<file path="src/rtl/hack_cpu_ctrl.sv">
// Hack CPU control/register stage: fetch, decode, A/D/PC registers and ready-handshaked data memory.
// Optional HALT state on a taken self-jump when HACK_HALT_DETECT_EN is defined.
module hack_cpu_ctrl #(
    parameter int unsigned PC_W     = 15,
    parameter int unsigned RESET_PC = 0
) (
    input  logic            clk,
    input  logic            rst_n,
    output logic            fetch_req,
    output logic [PC_W-1:0] pc,
    input  logic [15:0]     instr,
    input  logic            instr_valid,
    input  logic [15:0]     inM,
    output logic            mem_req,
    output logic            writeM,
    output logic [PC_W-1:0] addressM,
    output logic [15:0]     outM,
    input  logic            mem_ready,
    output logic [15:0]     alu_x,
    output logic [15:0]     alu_y,
    output logic            zx,
    output logic            nx,
    output logic            zy,
    output logic            ny,
    output logic            f,
    output logic            no,
    input  logic [15:0]     alu_out
`ifdef HACK_HALT_DETECT_EN
    ,
    output logic            halted
`endif
);

    localparam logic [PC_W-1:0] RST_PC = PC_W'(RESET_PC);

    typedef enum logic [1:0] {
        S_FETCH,
        S_EXEC
`ifdef HACK_HALT_DETECT_EN
        ,
        S_HALT
`endif
    } state_t;

    state_t          state;
    logic [15:0]     a_reg;
    logic [15:0]     d_reg;
    logic [15:0]     ir;

    logic            is_c;
    logic            c_a;
    logic            d1, d2, d3;
    logic            needs_mem;
    logic            neg, zero, pos;
    logic            jump;
    logic [PC_W-1:0] pc_inc;
    logic [PC_W-1:0] jump_tgt;
    logic            unused_ir_bits;

    // Bits 14:13 of a C-instruction carry no meaning.
    assign unused_ir_bits = ^ir[14:13];

    assign is_c      = ir[15];
    assign c_a       = ir[12];
    assign d1        = ir[5];
    assign d2        = ir[4];
    assign d3        = ir[3];
    assign needs_mem = is_c & (c_a | d3);

    assign {zx, nx, zy, ny, f, no} = ir[11:6];
    assign alu_x    = d_reg;
    assign alu_y    = (is_c && c_a) ? inM : a_reg;
    assign addressM = a_reg[PC_W-1:0];
    assign outM     = alu_out;

    // Flags derived locally from the result rather than taken from the ALU.
    assign neg      = alu_out[15];
    assign zero     = (alu_out == '0);
    assign pos      = !neg && !zero;
    assign jump     = is_c && ((ir[2] && neg) || (ir[1] && zero) || (ir[0] && pos));
    assign pc_inc   = pc + PC_W'(1);
    assign jump_tgt = a_reg[PC_W-1:0];

    always_ff @(posedge clk or negedge rst_n) begin
        if (!rst_n) begin
            state     <= S_FETCH;
            pc        <= RST_PC;
            a_reg     <= '0;
            d_reg     <= '0;
            ir        <= '0;
            fetch_req <= 1'b1;
            mem_req   <= 1'b0;
            writeM    <= 1'b0;
`ifdef HACK_HALT_DETECT_EN
            halted    <= 1'b0;
`endif
        end else begin
            case (state)
                S_FETCH: begin
                    if (instr_valid) begin
                        ir        <= instr;
                        state     <= S_EXEC;
                        fetch_req <= 1'b0;
                        // Memory strobes are decoded from the incoming word so they are registered on EXEC entry.
                        mem_req   <= instr[15] & (instr[12] | instr[3]);
                        writeM    <= instr[15] & instr[3];
                    end
                end
                S_EXEC: begin
                    if (!is_c) begin
                        a_reg     <= ir;
                        pc        <= pc_inc;
                        state     <= S_FETCH;
                        fetch_req <= 1'b1;
                    end else if (!needs_mem || mem_ready) begin
                        if (d1) a_reg <= alu_out;
                        if (d2) d_reg <= alu_out;
                        pc      <= jump ? jump_tgt : pc_inc;
                        mem_req <= 1'b0;
                        writeM  <= 1'b0;
`ifdef HACK_HALT_DETECT_EN
                        if (jump && (jump_tgt == pc)) begin
                            state     <= S_HALT;
                            halted    <= 1'b1;
                            fetch_req <= 1'b0;
                        end else begin
                            state     <= S_FETCH;
                            fetch_req <= 1'b1;
                        end
`else
                        state     <= S_FETCH;
                        fetch_req <= 1'b1;
`endif
                    end
                end
`ifdef HACK_HALT_DETECT_EN
                S_HALT: begin
                    fetch_req <= 1'b0;
                    mem_req   <= 1'b0;
                    writeM    <= 1'b0;
                end
`endif
                default: begin
                    state     <= S_FETCH;
                    fetch_req <= 1'b1;
                    mem_req   <= 1'b0;
                    writeM    <= 1'b0;
                end
            endcase
        end
    end

endmodule

</file>
<file path="config.mk">
export PLATFORM = sky130hd
export DESIGN_NAME = hack_cpu_ctrl
export DESIGN_NICKNAME = d
export VERILOG_FILES = /design/src/rtl/hack_cpu_ctrl.sv
export SDC_FILE = /design/constraint.sdc
export NUM_CORES = 1
export LEC_CHECK = 0
export BUFFER_PORTS_ARGS = -buffer_cell sky130_fd_sc_hd__buf_4
export CAP_MARGIN = 20
export CORE_ASPECT_RATIO = 2
export CORE_MARGIN = 1.5
export CORE_UTILIZATION = 49
export CTS_CLUSTER_DIAMETER = 80
export DETAILED_ROUTE_END_ITERATION = 7
export PLACE_DENSITY = 0.8
export SLEW_MARGIN = 20
export SYNTH_ARGS = -nofsm -noshare
export SYNTH_HDL_FRONTEND = slang
export SYNTH_SLANG_ARGS = --single-unit
</file>
<file path="constraint.sdc">
create_clock -name clk -period 2.42 [get_ports clk]
set_input_delay 0.484 -clock clk [delete_from_list [all_inputs] [get_ports clk]]
set_output_delay 0.484 -clock clk [all_outputs]
set_load 0.01 [all_outputs]
</file>
==> impl_metrics.env, run 1 <==
export IMPL_status="completed"
export IMPL_drtIter0Drc=82
export IMPL_cts_tree="built"
export IMPL_final_max_slew_viol_count=0
export IMPL_synth_top_area_share_pct=45.8
export IMPL_skew_ns=0.00427
export IMPL_yosysSeqAreaShare_pct=46.6
export IMPL_postCtsSetupRepairBufs=0
export IMPL_cts_resized=0
export IMPL_post_route_min_period_ns=2.12
export IMPL_timing_rr_start="ir[15]"
export IMPL_ios=139
export IMPL_setup_tns_ns=0
export IMPL_gp_congestion=0.825
export IMPL_cts_buffers=9
export IMPL_synthArstFlopShare_pct=100
export IMPL_synth_edf_count=0
export IMPL_synth_nets=378
export IMPL_slew_headroom_pct=39.4
export IMPL_max_clock_path_buffers=2
export IMPL_critPathLaunchType="flip-flop"
export IMPL_crit_end="alu_y[11]"
export IMPL_rrSetupSlack_ns=0.38
export IMPL_drtAntennaViolNets=0
export IMPL_port_buffers=138
export IMPL_grt_setup_unrepaired="false"
export IMPL_reg2regPathDepth=6
export IMPL_cap_viol_max_count=0
export IMPL_std_cell_rows=44
export IMPL_hold_buffers=0
export IMPL_cts_num_sinks=67
export IMPL_period_share_pct=87.5
export IMPL_n_antenna_cell=0
export IMPL_crit_start="ir[12]"
export IMPL_synth_top_area_cell="dfrtp_1"
export IMPL_cp_end_kind="output pin"
export IMPL_nets=488
export IMPL_setup_viol_count_final=0
export IMPL_antenna_found_initial=0
export IMPL_worst_pin_slew_ns=0.909
export IMPL_avgSynthCellArea_um2=11.1
export IMPL_final_common_cell="buf_4"
export IMPL_final_cell_mix="146 x buf_4, 66 x dfrtp_1, 47 x mux2_2"
export IMPL_arrival_ns=1.63
export IMPL_core_area_um2=7210
export IMPL_grt_pass1_vias=2942
export IMPL_fmax_ghz=0.472
export IMPL_yosysUniqueCellTypes=40
export IMPL_wire_per_inst_um=17.2
export IMPL_root_buffer="clkbuf_16"
export IMPL_dr_pass1_iters=4
export IMPL_die_area_um2=7910
export IMPL_routed_wirelength_um=9130
export IMPL_overflow=0
export IMPL_leakage_nw=2.32
export IMPL_die_w_um=63.6
export IMPL_grt_max_degree=68
export IMPL_irDropWorstVdd_uv=859
export IMPL_initial_core_util_pct=50.0
export IMPL_dp_slack_ns=0.123
export IMPL_synth_seq_cells=67
export IMPL_synth_warnings=0
export IMPL_synth_flop_cell="dfrtp_1"
export IMPL_syn2layout_area_growth_pct=34.2
export IMPL_clk_pin_slew_worst_paths_ns=0.05
export IMPL_drc=0
export IMPL_vias=2868
export IMPL_cp_required_ns=1.94
export IMPL_die_h_um=124
export IMPL_worstPathMaxFanout=16
export IMPL_setup_worst_path_class="reg2out"
export IMPL_dp_hpwl_um=6700
export IMPL_hold_violations=0
export IMPL_grt_usage_pct=24.1
export IMPL_synth_cells=325
export IMPL_power_density_nw_per_um2=1450
export IMPL_synth_area_leaders="dfrtp_1 46%, mux2_2 15%, mux2i_1 6.9%"
export IMPL_grt_pass1_wl_um=14800
export IMPL_vias_per_cell=5.39
export IMPL_synth_area_um2=3600
export IMPL_reg2reg_to="a_reg[10]"
export IMPL_clock_latency_ns=0.33
export IMPL_htree_levels=3
export IMPL_setup_ws_ns=0.302
export IMPL_post_route_util_pct=67.0
export IMPL_hp_class="in2async"
export IMPL_drive_above_1_share_pct=51.4
synth_stat cells, types with 2 or more instances:
library cell,count
a21oi_2,8
clkbuf_1,9
o21ai_1,2
nand4_1,3
nor2b_1,3
dfrtp_1,66
and3_1,3
a2bb2oi_1,9
inv_1,6
nand2_1,35
nor4_2,3
nor2_1,9
buf_6,2
o21ai_0,22
nand2b_1,2
buf_2,4
mux2_2,47
mux2i_1,25
buf_4,31
a31oi_1,2
nand4b_1,2
a22oi_1,2
nand3_1,13
worst max-delay path, stage by stage (launching register included):
cell     delay, ns
dfrtp_1       0.43
nand2_1       0.09
buf_4         0.25
mux2_2        0.38
buf_4         0.15
cell type report:
cell class                 count  area, um^2
timing repair buffer         146        1100
clock inverter                 4        72.6
multi-input combinational    205        1590
fill                         562        2380
tap                           92         115
sequential                    67        1680
clock buffer                  12         256
inverter                       6        22.5
through the flow:
step                power, mW  hold WS (ns)  area, um^2  std cells
CTS                      7.07         0.297        4830        532
floorplan                4.26         0.188        3600        325
global route             7.44         0.324        4830        532
global placement         5.51         0.455        4510        516
detailed placement       5.61         0.465        4510        516
finish                   7.02         0.251        4830        532
how the worst min path moves through the flow:
stage                      start       end  slack [ns]  cells past startpoint
final                      rst_n    pc[12]        0.25                      1
after global routing       rst_n    pc[12]        0.32                      1
after CTS                  rst_n    ir[11]        0.30                      1
after detailed placement  writeM    writeM        0.46                      2
after global placement    writeM    writeM        0.45                      2
after floorplan            rst_n  a_reg[0]        0.19                      0
metal layers:
metal  vias to the layer above  part of all wire [%]  wire length, um  global-route usage (%)
met3                        24                   4.1              370                    4.43
li1                       1354                     -                -                       -
met2                        96                    55             5000                    43.0
met4                         0                   3.3              302                    11.3
met1                      1394                    38             3450                    26.9
met5                         -                     0                0                       0
power by group:
group / switching (mW) / internal (mW)
logic: 1.59 / 1.76
clock network: 0.463 / 0.956
registers: 0.546 / 1.70
total: 2.60 / 4.41
logic make-up after synthesis:
family                   after synthesis  synth area share (%)
AO/OA/AOI/OAI                         53                  10.1
adder cells (fa/ha/maj)                1                 0.347
buffers and inverters                 53                  9.31
flip-flops                            67                  46.6
multiplexers                          75                  22.7
AND/OR/NAND/NOR                       76                  10.9
No activity file was read; power rests on OpenSTA's default activity.
==> run 2, diff against run 1 <==
--- a/config.mk
+++ b/config.mk
@@ -12,7 +12,7 @@
 export CORE_UTILIZATION = 49
 export CTS_CLUSTER_DIAMETER = 80
 export DETAILED_ROUTE_END_ITERATION = 7
-export PLACE_DENSITY = 0.8
+export PLACE_DENSITY = 0.88
 export SLEW_MARGIN = 20
 export SYNTH_ARGS = -nofsm -noshare
 export SYNTH_HDL_FRONTEND = slang
==> impl_metrics.env, run 2 (synthesis results as in run 1) <==
export IMPL_netSwitchingFraction_pct=37.2
export IMPL_cts_buffers=9
export IMPL_dr_pass1_iters=4
export IMPL_n_antenna_cell=0
export IMPL_crit_path_max_incr_delay_ns=0.45
export IMPL_die_h_um=124
export IMPL_grt_max_degree=68
export IMPL_critPathLaunchType="flip-flop"
export IMPL_dp_cells=517
export IMPL_fin_cells=533
export IMPL_leakage_nw=2.33
export IMPL_path_common_cell="buf_4"
export IMPL_clk_pin_slew_worst_paths_ns=0.05
export IMPL_internal_power_mw=4.42
export IMPL_grt_pass1_vias=3029
export IMPL_htree_levels=3
export IMPL_routed_wirelength_um=9330
export IMPL_dp_hpwl_um=6850
export IMPL_core_area_um2=7210
export IMPL_gp_congestion=0.861
export IMPL_post_route_min_period_ns=2.15
export IMPL_overflow=0
export IMPL_hold_buffers=0
export IMPL_seqPwrFrac_pct=32.0
export IMPL_max_clock_path_buffers=2
export IMPL_vias_per_cell=5.56
export IMPL_worst_pin_slew_ns=0.948
export IMPL_grt_setup_unrepaired="false"
export IMPL_slew_headroom_pct=36.8
export IMPL_power_density_nw_per_um2=1450
export IMPL_final_cell_mix="147 x buf_4, 66 x dfrtp_1, 47 x mux2_2"
export IMPL_cts_tree="built"
export IMPL_skew_ns=0.00622
export IMPL_cp_end_kind="output pin"
export IMPL_antenna_found_initial=0
export IMPL_arrival_ns=1.67
export IMPL_cp_required_ns=1.94
export IMPL_cts_resized=0
export IMPL_drive_above_1_share_pct=51.9
export IMPL_vias=2964
export IMPL_root_buffer="clkbuf_16"
export IMPL_hp_class="in2async"
export IMPL_hold_violations=0
export IMPL_grt_usage_pct=24.3
export IMPL_final_common_cell="buf_4"
export IMPL_postCtsSetupRepairBufs=0
export IMPL_combinationalPowerShare_pct=48.0
export IMPL_drc=0
export IMPL_status="completed"
export IMPL_cap_viol_max_count=0
export IMPL_ios=139
export IMPL_setup_worst_path_class="reg2out"
export IMPL_final_max_slew_viol_count=0
export IMPL_worstPathMaxFanout=16
export IMPL_initial_core_util_pct=50.0
export IMPL_cts_num_sinks=67
export IMPL_p_sw_mw=2.62
export IMPL_grt_pass1_wl_um=14800
export IMPL_wire_per_inst_um=17.5
export IMPL_fmax_ghz=0.465
export IMPL_period_share_pct=89.0
export IMPL_nets=489
export IMPL_drtAntennaViolNets=0
export IMPL_setup_viol_count_final=0
export IMPL_die_area_um2=7910
export IMPL_drtIter0Drc=145
export IMPL_syn2layout_area_growth_pct=34.4
export IMPL_irDropWorstVdd_uv=749
export IMPL_slowest_stage="dfrtp_1"
export IMPL_path_cells="nand2_1 -> buf_4 -> mux2_2 -> buf_4"
export IMPL_port_buffers=138
export IMPL_setup_tns_ns=0
export IMPL_std_cell_rows=44
export IMPL_die_w_um=63.6
export IMPL_clock_latency_ns=0.33
export IMPL_power_frac_clock_pct=20.1
## run 2: changes by cell type in the layout (fill, tap and decap cells not counted)
cell	change
clkinvlp_4	-1
buf_4	+1
nor2b_1	-1
nor2b_2	+1
clkbuf_1	-1
clkinv_2	+2
## run 2: power by group through the flow
stage	logic [mW]	registers, mW	clock network, mW
global route	3.62	2.33	1.49
CTS	3.41	2.24	1.44
global placement	3.28	2.21	0
finish	3.38	2.25	1.41
floorplan	2.00	2.25	0
detailed placement	3.38	2.25	0
## run 2: area by class of cell
cell class / count / area, um^2
Clock buffer: 11 / 253
Clock inverter: 5 / 75.1
Fill cell: 557 / 2370
Inverter: 6 / 22.5
Multi-Input combinational cell: 205 / 1600
Sequential cell: 67 / 1680
Tap cell: 92 / 115
Timing Repair Buffer: 147 / 1100
## run 2: routing by layer
layer | vias up | track usage, % | wire length, um
met1 | 1446 | 26.3 | 3380
met3 | 33 | 4.34 | 384
met5 | - | 0 | 0
met4 | 0 | 17.1 | 497
li1 | 1361 | - | -
met2 | 124 | 41.6 | 5070
## run 2: worst paths after layout
path | from | end | slack [ns] | cells past startpoint
max | ir[12] | alu_y[8] | 0.27 | 4
min | rst_n | ir[2] | 0.26 | 1
max reg2reg | ir[15] | a_reg[0] | 0.37 | 6
min reg2reg | writeM | writeM | 0.47 | 2
max in group asynchronous | rst_n | pc[10] | 1.61 | 1
min in group clk | instr[9] | ir[9] | 0.39 | 2
## run 2: worst max-delay path, delay by kind of cell (launching register included)
kind	cells	cell delay, ns
buf+inv	2	0.41
mux	1	0.39
flops	1	0.45
simple gates	1	0.10
## run 2: stage by stage
stage | utilization (%) | total power, mW | setup slack [ns] | hold WS (ns) | cell area [um^2]
finish | 67.2 | 7.04 | 0.267 | 0.258 | 4840
global route | 67.2 | 7.44 | 0.224 | 0.324 | 4840
CTS | 67.2 | 7.08 | 0.256 | 0.285 | 4840
detailed placement | 62.6 | 5.63 | 0.108 | 0.462 | 4520
global placement | 62.6 | 5.49 | 0.112 | 0.455 | 4520
floorplan | - | 4.26 | 0.420 | 0.188 | 3600
==> run 3, diff against run 2 <==
--- a/config.mk
+++ b/config.mk
@@ -9,10 +9,10 @@
 export CAP_MARGIN = 20
 export CORE_ASPECT_RATIO = 2
 export CORE_MARGIN = 1.5
-export CORE_UTILIZATION = 49
+export CORE_UTILIZATION = 40
 export CTS_CLUSTER_DIAMETER = 80
 export DETAILED_ROUTE_END_ITERATION = 7
-export PLACE_DENSITY = 0.88
+export PLACE_DENSITY = 0.76
 export SLEW_MARGIN = 20
 export SYNTH_ARGS = -nofsm -noshare
 export SYNTH_HDL_FRONTEND = slang
==> impl_metrics.env, run 3 (synthesis results as in run 1) <==
export IMPL_timing_rr_start="ir[15]"
export IMPL_reg2reg_to="a_reg[5]"
export IMPL_ios=139
export IMPL_power_density_nw_per_um2=1420
export IMPL_cp_end_kind="output pin"
export IMPL_fmax_ghz=0.462
export IMPL_setup_tns_ns=0
export IMPL_initial_core_util_pct=41.4
export IMPL_irDropWorstVdd_uv=775
export IMPL_routed_wirelength_um=9580
export IMPL_antenna_found_initial=0
export IMPL_clock_latency_ns=0.33
export IMPL_max_clock_path_buffers=2
export IMPL_grt_max_degree=68
export IMPL_post_route_util_pct=55.3
export IMPL_arrival_ns=1.68
export IMPL_n_antenna_cell=0
export IMPL_hp_class="in2async"
export IMPL_core_area_um2=8710
export IMPL_vias=2907
export IMPL_drive_above_1_share_pct=51.7
export IMPL_setup_worst_path_class="reg2out"
export IMPL_finalPower_mw=6.85
export IMPL_gp_congestion=0.823
export IMPL_drtAntennaViolNets=0
export IMPL_cts_tree="built"
export IMPL_cts_buffers=9
export IMPL_final_max_slew_viol_count=0
export IMPL_htree_levels=3
export IMPL_worstPathMaxFanout=16
export IMPL_period_share_pct=89.4
export IMPL_die_h_um=137
export IMPL_leakage_nw=2.31
export IMPL_critPathLaunchType="flip-flop"
export IMPL_vias_per_cell=5.37
export IMPL_worst_pin_slew_ns=0.936
export IMPL_std_cell_rows=48
export IMPL_dr_pass1_iters=4
export IMPL_syn2layout_area_growth_pct=33.6
export IMPL_cp_required_ns=1.94
export IMPL_clk_pin_slew_worst_paths_ns=0.05
export IMPL_status="completed"
export IMPL_dp_hpwl_um=7290
export IMPL_crit_start="ir[12]"
export IMPL_dp_cells=526
export IMPL_cap_viol_max_count=0
export IMPL_setup_viol_count_final=0
export IMPL_final_cell_mix="148 x buf_4, 66 x dfrtp_1, 47 x mux2_2"
export IMPL_overflow=0
export IMPL_slew_headroom_pct=37.6
export IMPL_drc=0
export IMPL_cts_resized=0
export IMPL_rrSetupSlack_ns=0.53
export IMPL_drtIter0Drc=163
export IMPL_wire_per_inst_um=17.7
export IMPL_final_cell_area_um2=4810
export IMPL_cts_num_sinks=67
export IMPL_die_w_um=70.1
export IMPL_postCtsSetupRepairBufs=0
export IMPL_grt_pass1_vias=2937
export IMPL_post_route_min_period_ns=2.16
export IMPL_hold_violations=0
export IMPL_grt_pass1_wl_um=14900
export IMPL_grt_usage_pct=20.0
export IMPL_reg2regPathDepth=6
export IMPL_grt_setup_unrepaired="false"
export IMPL_final_common_cell="buf_4"
export IMPL_root_buffer="clkbuf_16"
export IMPL_nets=490
export IMPL_fin_cells=541
export IMPL_place_area_um2=4530
export IMPL_skew_ns=0.00668
export IMPL_die_area_um2=9620
export IMPL_hold_buffers=0
export IMPL_port_buffers=138
run 3: cell types whose count changed in the layout (fill, tap and decap cells not counted):
| cell | before | now |
|---|---|---|
| clkbuf_1 | 0 | 1 |
| bufinv_16 | 2 | 0 |
| clkbuf_8 | 2 | 3 |
| buf_4 | 147 | 148 |
| clkinv_2 | 3 | 2 |
run 3: critical path, stage by stage (launching register included):
cell and delay [ns]:
dfrtp_1 0.46, nand2_1 0.11, buf_4 0.26, mux2_2 0.38, buf_4 0.15
run 3: layer usage:
layer	global-route usage, %	up-vias	share of wire, %
met5	0	-	0
met4	9.08	0	2.6
met3	4.24	15	5.1
met2	37.2	103	57
met1	21.3	1436	36
li1	-	1353	-
run 3: worst max path at each step:
stage | end | slack [ns] | cells past startpoint
2_1_floorplan | alu_y[10] | 0.42 | 4
5_1_grt | alu_y[4] | 0.21 | 4
6_report | alu_y[14] | 0.26 | 4
3_3_place_gp | pc[14] | 0.18 | 6
4_1_cts | alu_y[0] | 0.23 | 4
3_5_place_dp | pc[14] | 0.17 | 6
run 3: final cells by class:
type	instances	area, um^2
Clock buffer	13	270
Clock inverter	2	10.0
Fill cell	736	3890
Inverter	6	22.5
Multi-Input combinational cell	205	1600
Sequential cell	67	1680
Tap cell	100	125
Timing Repair Buffer	148	1110
run 3: power breakdown:
group / switching (mW) / internal (mW)
Clock: 0.447 / 0.767
Combinational: 1.60 / 1.78
Sequential: 0.559 / 1.70
run 3: metrics by stage:
| step | hold WS [ns] | setup slack, ns |
|---|---|---|
| floorplan | 0.188 | 0.420 |
| detailed placement | 0.466 | 0.170 |
| global placement | 0.457 | 0.175 |
| finish | 0.261 | 0.257 |
| global route | 0.346 | 0.212 |
| CTS | 0.300 | 0.233 |
